File: src/rtl/alu_rr_sequencer_if.sv
// Request, response and ALU-side signals of the shared-ALU sequencer.
// The slave modport is the sequencer's view; master is the environment's view.
interface alu_rr_sequencer_if #(
    parameter int DATA_W = 32,
    parameter int OP_W   = 3
);
    logic              req0_valid;
    logic              req0_ready;
    logic [OP_W-1:0]   req0_opcode;
    logic [DATA_W-1:0] req0_a;
    logic [DATA_W-1:0] req0_b;
    logic              req1_valid;
    logic              req1_ready;
    logic [OP_W-1:0]   req1_opcode;
    logic [DATA_W-1:0] req1_a;
    logic [DATA_W-1:0] req1_b;
    logic              rsp_valid;
    logic              rsp_ready;
    logic              rsp_id;
    logic [DATA_W:0]   rsp_data;
    logic              alu_en;
    logic [OP_W-1:0]   alu_opcode;
    logic [DATA_W-1:0] alu_a;
    logic [DATA_W-1:0] alu_b;
    logic [DATA_W:0]   alu_out;

    modport slave (
        input  req0_valid, req0_opcode, req0_a, req0_b,
        input  req1_valid, req1_opcode, req1_a, req1_b,
        input  rsp_ready, alu_out,
        output req0_ready, req1_ready, rsp_valid, rsp_id, rsp_data,
        output alu_en, alu_opcode, alu_a, alu_b
    );

    modport master (
        output req0_valid, req0_opcode, req0_a, req0_b,
        output req1_valid, req1_opcode, req1_a, req1_b,
        output rsp_ready, alu_out,
        input  req0_ready, req1_ready, rsp_valid, rsp_id, rsp_data,
        input  alu_en, alu_opcode, alu_a, alu_b
    );
endinterface

File: src/rtl/alu_rr_sequencer.sv
// Round-robin share of one ALU between two requesters; one op in flight, IDLE->EXEC->RESP, 3 cycles/op.
// Response held until rsp_ready; requesters see ready only in IDLE, so a stalled response blocks both.
module alu_rr_sequencer #(
    parameter int DATA_W = 32,
    parameter int OP_W   = 3
) (
    input  logic              clk,
    input  logic              rst_n,
    alu_rr_sequencer_if.slave bus
);
    typedef enum logic [1:0] {IDLE = 2'd0, EXEC = 2'd1, RESP = 2'd2} state_t;

    state_t            state_q, state_d;
    logic              last_q, last_d;
    logic              id_q, id_d;
    logic [OP_W-1:0]   op_q, op_d;
    logic [DATA_W-1:0] a_q, a_d;
    logic [DATA_W-1:0] b_q, b_d;
    logic [DATA_W:0]   data_q, data_d;
    logic              gnt0, gnt1;

    // last_q remembers the previous winner; reset to 1 so req0 wins the first tie.
    always_comb begin
        gnt0 = bus.req0_valid & (~bus.req1_valid | last_q);
        gnt1 = bus.req1_valid & (~bus.req0_valid | ~last_q);
    end

    always_comb begin
        state_d = state_q;
        last_d  = last_q;
        id_d    = id_q;
        op_d    = op_q;
        a_d     = a_q;
        b_d     = b_q;
        data_d  = data_q;
        case (state_q)
            IDLE: begin
                if (gnt0) begin
                    state_d = EXEC;
                    last_d  = 1'b0;
                    id_d    = 1'b0;
                    op_d    = bus.req0_opcode;
                    a_d     = bus.req0_a;
                    b_d     = bus.req0_b;
                end else if (gnt1) begin
                    state_d = EXEC;
                    last_d  = 1'b1;
                    id_d    = 1'b1;
                    op_d    = bus.req1_opcode;
                    a_d     = bus.req1_a;
                    b_d     = bus.req1_b;
                end
            end
            EXEC: begin
                data_d  = bus.alu_out;
                state_d = RESP;
            end
            RESP: begin
                if (bus.rsp_ready) begin
                    state_d = IDLE;
                end
            end
            default: state_d = IDLE;
        endcase
    end

    always_ff @(posedge clk or negedge rst_n) begin
        if (!rst_n) begin
            state_q <= IDLE;
            last_q  <= 1'b1;
            id_q    <= 1'b0;
            op_q    <= '0;
            a_q     <= '0;
            b_q     <= '0;
            data_q  <= '0;
        end else begin
            state_q <= state_d;
            last_q  <= last_d;
            id_q    <= id_d;
            op_q    <= op_d;
            a_q     <= a_d;
            b_q     <= b_d;
            data_q  <= data_d;
        end
    end

    // Ready is gated by rst_n so a requester holding valid sees no grant while in reset.
    assign bus.req0_ready = rst_n & (state_q == IDLE) & gnt0;
    assign bus.req1_ready = rst_n & (state_q == IDLE) & gnt1;
    assign bus.rsp_valid  = (state_q == RESP);
    assign bus.rsp_id     = id_q;
    assign bus.rsp_data   = data_q;
    assign bus.alu_en     = (state_q == EXEC);
    assign bus.alu_opcode = op_q;
    assign bus.alu_a      = a_q;
    assign bus.alu_b      = b_q;
endmodule

File: src/flat_wrapper.sv
// flat-port wrapper written by rule: the top's interface ports become plain ports
module alu_rr_sequencer_flat 
#(
    parameter int DATA_W = 32,
    parameter int OP_W   = 3
)
  (clk, rst_n, bus_req0_valid, bus_req0_opcode, bus_req0_a, bus_req0_b, bus_req1_valid, bus_req1_opcode, bus_req1_a, bus_req1_b, bus_rsp_ready, bus_alu_out, bus_req0_ready, bus_req1_ready, bus_rsp_valid, bus_rsp_id, bus_rsp_data, bus_alu_en, bus_alu_opcode, bus_alu_a, bus_alu_b);
  alu_rr_sequencer_if #(.DATA_W(DATA_W), .OP_W(OP_W)) bus_i ();
  input  logic clk;
  input  logic rst_n;
  input wire logic [$bits(bus_i.req0_valid)-1:0] bus_req0_valid;
  input wire logic [$bits(bus_i.req0_opcode)-1:0] bus_req0_opcode;
  input wire logic [$bits(bus_i.req0_a)-1:0] bus_req0_a;
  input wire logic [$bits(bus_i.req0_b)-1:0] bus_req0_b;
  input wire logic [$bits(bus_i.req1_valid)-1:0] bus_req1_valid;
  input wire logic [$bits(bus_i.req1_opcode)-1:0] bus_req1_opcode;
  input wire logic [$bits(bus_i.req1_a)-1:0] bus_req1_a;
  input wire logic [$bits(bus_i.req1_b)-1:0] bus_req1_b;
  input wire logic [$bits(bus_i.rsp_ready)-1:0] bus_rsp_ready;
  input wire logic [$bits(bus_i.alu_out)-1:0] bus_alu_out;
  output wire logic [$bits(bus_i.req0_ready)-1:0] bus_req0_ready;
  output wire logic [$bits(bus_i.req1_ready)-1:0] bus_req1_ready;
  output wire logic [$bits(bus_i.rsp_valid)-1:0] bus_rsp_valid;
  output wire logic [$bits(bus_i.rsp_id)-1:0] bus_rsp_id;
  output wire logic [$bits(bus_i.rsp_data)-1:0] bus_rsp_data;
  output wire logic [$bits(bus_i.alu_en)-1:0] bus_alu_en;
  output wire logic [$bits(bus_i.alu_opcode)-1:0] bus_alu_opcode;
  output wire logic [$bits(bus_i.alu_a)-1:0] bus_alu_a;
  output wire logic [$bits(bus_i.alu_b)-1:0] bus_alu_b;
  assign bus_i.req0_valid = bus_req0_valid;
  assign bus_i.req0_opcode = bus_req0_opcode;
  assign bus_i.req0_a = bus_req0_a;
  assign bus_i.req0_b = bus_req0_b;
  assign bus_i.req1_valid = bus_req1_valid;
  assign bus_i.req1_opcode = bus_req1_opcode;
  assign bus_i.req1_a = bus_req1_a;
  assign bus_i.req1_b = bus_req1_b;
  assign bus_i.rsp_ready = bus_rsp_ready;
  assign bus_i.alu_out = bus_alu_out;
  assign bus_req0_ready = bus_i.req0_ready;
  assign bus_req1_ready = bus_i.req1_ready;
  assign bus_rsp_valid = bus_i.rsp_valid;
  assign bus_rsp_id = bus_i.rsp_id;
  assign bus_rsp_data = bus_i.rsp_data;
  assign bus_alu_en = bus_i.alu_en;
  assign bus_alu_opcode = bus_i.alu_opcode;
  assign bus_alu_a = bus_i.alu_a;
  assign bus_alu_b = bus_i.alu_b;
  alu_rr_sequencer #(.DATA_W(DATA_W), .OP_W(OP_W)) u_core (.clk(clk), .rst_n(rst_n), .bus(bus_i));
endmodule
File: config.mk
export PLATFORM = sky130hd
export DESIGN_NAME = alu_rr_sequencer_flat
export DESIGN_NICKNAME = d
export VERILOG_FILES = /design/src/rtl/alu_rr_sequencer_if.sv /design/src/rtl/alu_rr_sequencer.sv /design/src/flat_wrapper.sv
export SDC_FILE = /design/constraint.sdc
export NUM_CORES = 1
export LEC_CHECK = 0
export ABC_AREA = 1
export CAP_MARGIN = 15
export CORE_ASPECT_RATIO = 0.75
export CORE_MARGIN = 2
export CORE_UTILIZATION = 41
export CTS_BUF_LIST = sky130_fd_sc_hd__clkbuf_4
export CTS_CLUSTER_SIZE = 16
export DETAILED_ROUTE_END_ITERATION = 10
export PLACE_DENSITY = 0.8
export SKIP_CTS_REPAIR_TIMING = 1
export SLEW_MARGIN = 5
export SYNTH_ARGS = -nofsm -noshare
export SYNTH_HDL_FRONTEND = slang
export SYNTH_SLANG_ARGS = --single-unit
File: constraint.sdc
create_clock -name clk -period 1.9 [get_ports clk]
set_input_delay 0.38 -clock clk [delete_from_list [all_inputs] [get_ports clk]]
set_output_delay 0.38 -clock clk [all_outputs]
set_load 0.02 [all_outputs]
==> results of run 1 <==
layout make-up:
cell class | instances | area [sq um] | share of cell area
multi-input combinational | 450 | 1960 | 0.227
clock inverter | 7 | 73.8 | 0.00852
timing repair buffer | 293 | 3210 | 0.370
sequential | 104 | 2600 | 0.301
clock buffer | 9 | 67.6 | 0.00780
inverter | 142 | 533 | 0.0615
tap | 171 | 214 | 0.0247
kinds of logic (layout without fill, tap and decap cells):
logic type	count (synthesis)	count (layout)	share of synthesized area
AO/OA/AOI/OAI	2	2	0.00188
AND/OR/NAND/NOR	448	448	0.365
buffers and inverters	191	451	0.144
flip-flops	104	104	0.489
synth_stat cells:
| cell | number | area, sq um |
|---|---|---|
| dfstp_2 | 1 | 26.3 |
| buf_2 | 29 | 145 |
| nor3_1 | 1 | 5.00 |
| buf_4 | 2 | 15.0 |
| inv_1 | 140 | 526 |
| buf_6 | 1 | 11.3 |
| buf_1 | 2 | 7.51 |
| nand3_1 | 201 | 1010 |
| nand2_1 | 242 | 908 |
| clkinv_1 | 1 | 3.75 |
| clkbuf_1 | 15 | 56.3 |
| nor2_2 | 1 | 6.26 |
| inv_2 | 1 | 3.75 |
| nor2_4 | 1 | 11.3 |
| dfrtp_1 | 103 | 2580 |
| nor2_1 | 2 | 7.51 |
| o21ai_0 | 2 | 10.0 |
worst max-delay path, stage by stage:
cell           delay, ns
dlygate4sd3_1       0.59
buf_4               0.16
inv_1               0.06
nor3_1              0.18
buf_2               0.19
cell usage in the layout, fill, tap and decap left out, drive strengths merged:
cell,Yosys,layout
clkdlybuf4s50,0,178
nor3,1,1
dfstp,1,1
dlygate4sd3,0,1
nor2,4,4
buf,34,19
nand3,201,201
inv,141,144
o21ai,2,2
nand2,242,242
dfrtp,103,103
clkbuf,15,10
dlymetal6s2s,0,94
clkinv,1,5
routing by layer:
metal	up-vias	GRT usage
met4	0	0.0697
met1	2567	0.324
met2	232	0.381
li1	2779	-
met5	-	0
met3	26	0.0792
report_power, final:
group / total [mW] / internal (mW) / switching (mW)
logic: 7.10 / 3.03 / 4.07
clock network: 1.14 / 0.311 / 0.826
registers: 3.90 / 3.33 / 0.571
total: 12.1 / 6.68 / 5.47
sequential cells by signal, summed over array words and instances (netlist names):
register / flops
u_core.state_q: 2
u_core.bus.alu_opcode: 3
u_core.last_q: 1
u_core.bus.rsp_data: 33
u_core.bus.alu_b: 32
u_core.bus.alu_a: 32
u_core.bus.rsp_id: 1
worst max path at each step:
| stage | start | end | slack [ns] | cells past startpoint |
|---|---|---|---|---|
| floorplan | u_core.last_q | bus_req0_ready | 0.16 | 5 |
| global placement | bus_req1_valid | u_core.bus.alu_a[6] | -0.44 | 8 |
| detailed placement | bus_req1_valid | u_core.bus.alu_b[0] | -0.50 | 8 |
| CTS | u_core.state_q[1] | bus_req1_ready | -0.53 | 6 |
| global route | u_core.state_q[0] | bus_req1_ready | -0.10 | 6 |
| finish | rst_n | bus_req0_ready | -0.04 | 5 |
through the flow:
stage          hold WS (ns)  instance area, sq um   util  setup slack [ns]
6_report              0.408                  8660  0.675           -0.0408
5_1_grt               0.373                  8660  0.675            -0.105
4_1_cts             -0.0159                  8410  0.655            -0.526
3_5_place_dp          0.458                  8270  0.644            -0.501
3_3_place_gp          0.455                  8270  0.644            -0.437
2_1_floorplan        0.0844                  5330      -             0.157
==> results.json, run 1 <==
{
  "status": "finished, violations left",
  "violations": "negative setup slack",
  "wl_per_cell_um": 14.8,
  "grt_pass1_wl_um": 26500,
  "wl_met3_um": 1650,
  "cp_data_arrival_time_ns": 1.56,
  "grt_overflow": 0,
  "grt_antenna_before_repair": 0,
  "min_path_type": "input pin to register",
  "finalCriticalPeriod_ns": 1.94,
  "ant_nets": 0,
  "drv_slew": 0,
  "dpl.cell_count": 1158,
  "tns_ns": -0.0408,
  "vias_per_cell": 4.77,
  "dr.max_layer_used": "met4",
  "synth.avg_cell_area_sq_um": 7.15,
  "ys_seq_area_frac": 0.489,
  "ys_warn_count": 0,
  "hold_path_startpoint": "bus_req0_valid",
  "holdPathStages": 5,
  "cp_max_fo": 2,
  "grt_pass1_vias": 5202,
  "die-height_um": 103,
  "finalCritPeriodShare": 1.02,
  "core_region_area_sq_um": 12800,
  "clock_latency_ns": 0.46,
  "n_fill_cell": 1076,
  "dpl.hpwl_um": 11700,
  "htreeDepth": 3,
  "p_leak_nw": 5.46,
  "max-slew-margin-rel": 0.495,
  "die_x_um": 136,
  "crit_path_start_kind": "input pin",
  "syn_inst": 745,
  "grt_start_max_net_pins": 105,
  "cts_sinks": 104,
  "path_clk_slew_ns": 0.16,
  "dieArea_sq_um": 13900,
  "antennaDiodeCount": 0,
  "drive_gt1_frac": 0.0448,
  "numCtsBuffers": 9,
  "reg2reg_setup_slack_ns": 0.11,
  "fmax_mhz": 515,
  "hold_viol": 0,
  "drt_iter0_drc": 306,
  "port_buffers": 276,
  "ys_ff_latch": 104,
  "ys_types": 17,
  "setup_violations": 1,
  "ios": 277,
  "syn-num-nets": 917,
  "power.density_nw_per_um2": 1400,
  "grt_use_total": 0.242,
  "start_util": 0.415,
  "power.total_mw": 12.1,
  "drc": 0,
  "syn_area_sq_um": 5330,
  "drt-met1-wl_um": 7340,
  "vdd_drop_max_mv": 0.809,
  "r2r_start": "u_core.last_q",
  "clockBufferDepth": 2,
  "skew_ns": 0.0242,
  "worst_slack_ns": -0.0408,
  "first_pass_iters": 4,
  "gp_congestion": 0.818,
  "worstMarginPinSlew_ns": 0.757,
  "dr_wl_met2_um": 8050,
  "root_buffer": "clkbuf_4",
  "ff2ff_path_depth": 6,
  "rsz0062_at_grt": "yes",
  "worstReg2RegEnd": "u_core.bus.alu_opcode[2]",
  "row_count": 36,
  "holdPathEnd": "u_core.bus.rsp_id",
  "final_cells": 1176,
  "worstPathRequired_ns": 1.52,
  "synthToLayoutAreaGrowth_pct": 62.6,
  "critPathKind": "input pin to primary output",
  "num_vias": 5604,
  "drv_cap": 0,
  "fin_nets": 1172,
  "postRouteWirelength_um": 17400,
  "cts_tree": "done",
  "end_kind": "primary output"
}
Power figures use the tool's default switching activity.
==> run 2: changes to the inputs <==
GPL_ROUTABILITY_DRIVEN = 0   (was unset)
==> results of run 2 <==
The final DEF is identical to that of run 1; final timing and power are the same.
==> run 3: changes to the inputs <==
CAP_MARGIN = 30   (was 15)
SLEW_MARGIN = 20   (was 5)
==> results of run 3 <==
The final DEF is identical to that of run 1; final timing and power are the same.
